==> config.mk <==
export PLATFORM = sky130hd
export DESIGN_NAME = arcade_input_mux
export DESIGN_NICKNAME = d
export VERILOG_FILES = /design/src/rtl/arcade_input_mux.sv
export SDC_FILE = /design/constraint.sdc
export NUM_CORES = 1
export LEC_CHECK = 0
export ABC_AREA = 1
export CORE_ASPECT_RATIO = 1.5
export CORE_UTILIZATION = 45
export CTS_CLUSTER_DIAMETER = 200
export CTS_CLUSTER_SIZE = 28
export DETAILED_ROUTE_END_ITERATION = 12
export GPL_ROUTABILITY_DRIVEN = 0
export PLACE_DENSITY = 0.79
export SLEW_MARGIN = 5
export SYNTH_ARGS = -nofsm -noshare
export SYNTH_HDL_FRONTEND = slang
export SYNTH_SLANG_ARGS = --single-unit
==> constraint.sdc <==
create_clock -name clk_49m -period 2 [get_ports clk_49m]
set_clock_uncertainty 0.05 [all_clocks]
set_input_delay 0.6 -clock clk_49m [delete_from_list [all_inputs] [get_ports clk_49m]]
set_output_delay 0.6 -clock clk_49m [all_outputs]
set_load 0.01 [all_outputs]
==> src/rtl/arcade_input_mux.sv <==
// Player-input front end: merges PS/2 key events and MiSTer joystick words into one control byte per player.
// Optional macro STICK_4WAY_EN restricts each stick to 4-way with a held-direction memory.
module arcade_input_mux #(
   parameter int PLAYERS        = 2,
   parameter int COIN_PULSE_CYC = 2457600,
   parameter int ACTIVE_LOW     = 0
) (
   input  logic                  clk_49m,
   input  logic                  reset,
   input  logic [10:0]           ps2_key,
   input  logic [16*PLAYERS-1:0] joystick,
   input  logic                  kbd_all,
   output logic [8*PLAYERS-1:0]  ctrl_out,
   output logic                  service,
   output logic                  pause
);
   localparam int            CW        = $clog2(COIN_PULSE_CYC + 1);
   localparam logic [CW-1:0] COIN_LOAD = CW'(COIN_PULSE_CYC);
   localparam logic          INV       = (ACTIVE_LOW != 0);

   logic       toggle_reg;
   logic [7:0] key_p1_reg;
   logic [7:0] key_p2_reg;
   logic       service_key_reg;
   logic       pause_key_reg;
   logic       service_reg;
   logic       pause_reg;

   logic       key_event;
   logic       key_pressed;
   logic [7:0] p1_hit;
   logic [7:0] p2_hit;
   logic       service_hit;
   logic       pause_hit;
   logic       joy_pause;

   // Hit vectors use the control-byte bit order: {coin, start, fire2, fire1, left, down, right, up}.
   always_comb begin
      key_event   = ps2_key[10] ^ toggle_reg;
      key_pressed = ps2_key[9];
      p1_hit      = 8'h00;
      p2_hit      = 8'h00;
      service_hit = 1'b0;
      pause_hit   = 1'b0;
      case (ps2_key[8:0])
         9'h175:  p1_hit[0] = 1'b1;
         9'h174:  p1_hit[1] = 1'b1;
         9'h172:  p1_hit[2] = 1'b1;
         9'h16B:  p1_hit[3] = 1'b1;
         9'h014:  p1_hit[4] = 1'b1;
         9'h011:  p1_hit[5] = 1'b1;
         9'h016:  p1_hit[6] = 1'b1;
         9'h02E:  p1_hit[7] = 1'b1;
         9'h02D:  p2_hit[0] = 1'b1;
         9'h034:  p2_hit[1] = 1'b1;
         9'h02B:  p2_hit[2] = 1'b1;
         9'h023:  p2_hit[3] = 1'b1;
         9'h01C:  p2_hit[4] = 1'b1;
         9'h01B:  p2_hit[5] = 1'b1;
         9'h01E:  p2_hit[6] = 1'b1;
         9'h036:  p2_hit[7] = 1'b1;
         9'h046:  service_hit = 1'b1;
         9'h04D:  pause_hit   = 1'b1;
         default: ;
      endcase
   end

   always_ff @(posedge clk_49m) begin
      if (reset) begin
         toggle_reg      <= ps2_key[10];
         key_p1_reg      <= 8'h00;
         key_p2_reg      <= 8'h00;
         service_key_reg <= 1'b0;
         pause_key_reg   <= 1'b0;
      end else begin
         toggle_reg <= ps2_key[10];
         if (key_event) begin
            key_p1_reg <= (key_p1_reg & ~p1_hit) | (p1_hit & {8{key_pressed}});
            key_p2_reg <= (key_p2_reg & ~p2_hit) | (p2_hit & {8{key_pressed}});
            if (service_hit) service_key_reg <= key_pressed;
            if (pause_hit)   pause_key_reg   <= key_pressed;
         end
      end
   end

   always_comb begin
      joy_pause = 1'b0;
      for (int i = 0; i < PLAYERS; i++) begin
         joy_pause = joy_pause | joystick[16*i+10];
      end
   end

   always_ff @(posedge clk_49m) begin
      if (reset) begin
         service_reg <= 1'b0;
         pause_reg   <= 1'b0;
      end else begin
         service_reg <= service_key_reg;
         pause_reg   <= pause_key_reg | joy_pause;
      end
   end

   wire [8*PLAYERS-1:0] ctrl_int;

   genvar gi;
   generate
      for (gi = 0; gi < PLAYERS; gi++) begin : g_player
         logic [15:0]   joy;
         logic [7:0]    own_keys;
         logic [7:0]    raw;
         logic [3:0]    dir_c;
         logic [3:0]    dir_out;
         logic          coin_rise;
         logic [6:0]    ctrl_reg;
         logic          coin_prev_reg;
         logic [CW-1:0] coin_cnt_reg;
         wire           unused_bits;

         assign joy         = joystick[16*gi +: 16];
         assign unused_bits = ^{joy[15:9], joy[6]};

         if (gi == 0) begin : g_keys_p1
            assign own_keys = key_p1_reg;
         end else if (gi == 1) begin : g_keys_p2
            assign own_keys = key_p2_reg;
         end else begin : g_keys_none
            assign own_keys = 8'h00;
         end

         assign raw = {joy[7], joy[8], joy[5], joy[4], joy[1], joy[2], joy[0], joy[3]}
                    | own_keys | (kbd_all ? key_p1_reg : 8'h00);

         // Opposite directions pressed together cancel each other out.
         always_comb begin
            dir_c = raw[3:0];
            if (raw[0] && raw[2]) begin
               dir_c[0] = 1'b0;
               dir_c[2] = 1'b0;
            end
            if (raw[1] && raw[3]) begin
               dir_c[1] = 1'b0;
               dir_c[3] = 1'b0;
            end
         end

`ifdef STICK_4WAY_EN
         logic [3:0] held_reg;
         logic [3:0] prev_reg;
         logic [3:0] fresh;
         logic [2:0] dir_count;

         // On a diagonal keep the held direction, else take the newly pressed axis (vertical first).
         always_comb begin
            dir_count = 3'(dir_c[0]) + 3'(dir_c[1]) + 3'(dir_c[2]) + 3'(dir_c[3]);
            fresh     = dir_c & ~prev_reg;
            dir_out   = 4'b0000;
            if (dir_count == 3'd1) begin
               dir_out = dir_c;
            end else if (dir_count == 3'd2) begin
               if ((held_reg & dir_c) != 4'b0000) begin
                  dir_out = held_reg & dir_c;
               end else if ((fresh & 4'b0101) != 4'b0000) begin
                  dir_out = dir_c & 4'b0101;
               end else if (fresh != 4'b0000) begin
                  dir_out = dir_c & 4'b1010;
               end else begin
                  dir_out = dir_c & 4'b0101;
               end
            end
         end

         always_ff @(posedge clk_49m) begin
            if (reset) begin
               held_reg <= 4'b0000;
               prev_reg <= 4'b0000;
            end else begin
               held_reg <= dir_out;
               prev_reg <= dir_c;
            end
         end
`else
         assign dir_out = dir_c;
`endif

         assign coin_rise = raw[7] & ~coin_prev_reg;

         // coin_prev_reg comes out of reset set so a coin already held must be released first.
         always_ff @(posedge clk_49m) begin
            if (reset) begin
               coin_prev_reg <= 1'b1;
               coin_cnt_reg  <= '0;
               ctrl_reg      <= 7'h00;
            end else begin
               coin_prev_reg <= raw[7];
               ctrl_reg      <= {raw[6:4], dir_out};
               if (coin_cnt_reg != '0) begin
                  coin_cnt_reg <= coin_cnt_reg - CW'(1);
               end else if (coin_rise) begin
                  coin_cnt_reg <= COIN_LOAD;
               end
            end
         end

         assign ctrl_int[8*gi +: 8] = {(coin_cnt_reg != '0), ctrl_reg};
      end
   endgenerate

   assign ctrl_out = ctrl_int ^ {(8*PLAYERS){INV}};
   assign service  = service_reg ^ INV;
   assign pause    = pause_reg ^ INV;

endmodule

==> results.sh <==
export IMPL_overflow=0
export IMPL_yosysTopAreaCell="dfxtp_1"
export IMPL_multi_input_area_sq_um=2420
export IMPL_synth_edf_count=0
export IMPL_hold_buffers=0
export IMPL_fillers=748
export IMPL_fp_dieH_microns=121
export IMPL_synthesis_nets=693
export IMPL_clock_latency_ns=0.34
export IMPL_place_area_sq_um=5410
export IMPL_drt_antenna_violating_nets=0
export IMPL_setup_viol=0
export IMPL_power_leakage_nw=2.81
export IMPL_hpwlAfterDp_mm=8.69
export IMPL_wl_per_cell_microns=13.4
export IMPL_initial_core_util_pct=46.2
export IMPL_p_per_area_nw_per_um2=1750
export IMPL_ys_top_cells_by_count="nor2_1 (159), nand2_1 (135), dfxtp_1 (81), inv_1 (64), nand3_1 (52)"
export IMPL_fp_dieW_microns=81.3
export IMPL_yosysSeqAreaShare_pct=38.2
export IMPL_numPortBuffers=49
export IMPL_syn_inst=643
export IMPL_wl_mm=12.0
export IMPL_core_area_sq_um=9200
export IMPL_ys_ff_latch=81
export IMPL_grt_pass1_vias=4573
export IMPL_worst_pin_slew_ns=0.364
export IMPL_drtIter0Drc=352
export IMPL_hp_class="reg -> reg"
export IMPL_clockBufferDepth=2
export IMPL_area_sequential_sq_um=1630
export IMPL_synth_xor_area_share_pct=1.24
export IMPL_required_ns=1.35
export IMPL_synth_compound_area_share_pct=8.42
export IMPL_crit_fanout=3
export IMPL_synth_mux_area_fraction_pct=0
export IMPL_final_area_sq_um=5920
export IMPL_numCtsBuffers=9
export IMPL_post_route_min_period_ns=1.99
export IMPL_synth_simple_area_share_pct=43.5
export IMPL_yosysWarnings=0
export IMPL_ys_top_cells_by_area="dfxtp_1 (38%), nor2_1 (14%), nand2_1 (12%), nand3_1 (6.1%), inv_1 (5.7%)"
export IMPL_hold_violations=0
export IMPL_syn_avg_cell_area_sq_um=6.61
export IMPL_viasPerCell=5.28
export IMPL_row_count=43
export IMPL_clk_pin_slew_worst_paths_ns=0.06
export IMPL_cap_violations=0
export IMPL_cts_root_buf="clkbuf_16"
export IMPL_track_usage_pct=25.1
export IMPL_rsz0062_at_grt="true"
export IMPL_ys_types=37
export IMPL_cts_tree="built"
export IMPL_clock_sinks=81
export IMPL_boundaryPins=64
export IMPL_fmax_mhz=503
export IMPL_post_route_period_util_pct=99.5
export IMPL_vias=4722
export IMPL_fin_hold_ws_ns=0.397
export IMPL_drive_gt1_share_pct=20.7
export IMPL_synthArstFlopShare_pct=0
export IMPL_synthAdderAreaFrac_pct=1.18
export IMPL_grt_max_degree=40
export IMPL_crit_path_end_kind="output port"
export IMPL_critical_path_class="reg -> out"
export IMPL_worstPathArrival_ns=1.34
export IMPL_slew_violations=0
export IMPL_num_nets_final=829
export IMPL_relSlewSlack_pct=75.7
export IMPL_ir_worst_vdd_v=0.000756
export IMPL_synth_top_family_by_area="simple AND/OR/NAND/NOR gates"
export IMPL_synth_most_common_cell="nor2_1"
export IMPL_synth_area_sq_um=4250
export IMPL_drc_errors=0
export IMPL_antenna_found_initial=0
export IMPL_synth_top_cell_area_share_pct=38.2
export IMPL_firstDrtPassIters=6
export IMPL_syn_to_final_growth_pct=39.4
export IMPL_status="finished clean"
export IMPL_die_area_sq_um=9840
export IMPL_grt_first_pass_wirelength_mm=19.0
export IMPL_h_tree_depth=3
export IMPL_cp_start_kind="flop"
export IMPL_synthFlopType="dfxtp_1"
export IMPL_diodes=0
==> final timing paths <==
kind | cells past startpoint | from | slack [ns] | to
worst min register to register | 2 | service_key_reg | 0.40 | service
worst max-delay path | 6 | g_player[0].coin_cnt_reg[0] | 0.01 | ctrl_out[7]
worst min-delay path | 2 | service_key_reg | 0.40 | service
worst max register to register | 15 | g_player[0].coin_cnt_reg[1] | 0.10 | g_player[0].coin_cnt_reg[18]
==> layout make-up <==
class | instances | share of cell area, %
Multi-Input combinational cell | 483 | 40.9
Sequential cell | 81 | 27.4
Timing Repair Buffer | 139 | 20.2
Inverter | 65 | 4.12
Clock buffer | 10 | 3.87
Tap cell | 112 | 2.37
Clock inverter | 4 | 1.18
==> layer usage <==
layer  share of wire, %  track usage (%)
met4                3.7             15.1
met1                 36             23.9
met2                 55             47.9
met3                4.7             4.06
met5                  0                0
==> repair_timing <==
item,CTS,global route
pin swaps,5,6
setup buffers,6,6
setup endpoints to repair,2,11
gates resized for setup,18,26
==> stage by stage <==
stage	worst slack, ns	power [mW]	instances	TNS [ns]	utilization (%)
2_1_floorplan	0.346	6.02	643	0	-
3_3_place_gp	-0.102	7.77	868	-0.864	58.8
3_5_place_dp	-0.170	7.97	868	-2.04	58.8
4_1_cts	0.00727	9.84	888	0	62.8
5_1_grt	-0.0686	11.1	894	-0.106	64.4
6_report	0.0107	10.4	894	0	64.4
==> cells in the final DEF, fill, tap and decap left out, types with 3 or more instances in the layout <==
| cell type | instances |
|---|---|
| inv_1 | 60 |
| nor2_2 | 17 |
| dfxtp_1 | 78 |
| nand3_1 | 47 |
| inv_2 | 5 |
| clkbuf_16 | 9 |
| nor2_1 | 147 |
| nand2_1 | 134 |
| nand3b_1 | 11 |
| a211o_1 | 4 |
| nor2_4 | 7 |
| nand3_4 | 3 |
| buf_4 | 88 |
| xor2_1 | 4 |
| nand3_2 | 8 |
| o21ai_0 | 17 |
| dfxtp_2 | 3 |
| nor3_1 | 9 |
| nand4_1 | 11 |
| nand2_2 | 4 |
| a21oi_1 | 34 |
| clkdlybuf4s50_1 | 47 |
==> power by group <==
group / switching (mW) / leakage [nW] / internal, mW
sequential: 0.305 / 0.664 / 2.03
combinational: 3.64 / 2.00 / 2.69
clock: 0.631 / 0.148 / 1.07
total: 4.57 / 2.81 / 5.80
==> critical path, cell delays in order, from the launching register on <==
cell and delay (ns):
dfxtp_2 0.32, inv_2 0.08, ha_4 0.16, nand3_4 0.08, nor2_4 0.13, nand3_2 0.10
buf_6 0.13
==> cells by family after synthesis <==
logic type,Yosys count
fa+ha+maj,4
buf+inv,79
xor+xnor,6
simple gates,409
compound gates,64
flops,81
No activity file was read; power rests on OpenSTA's default activity.
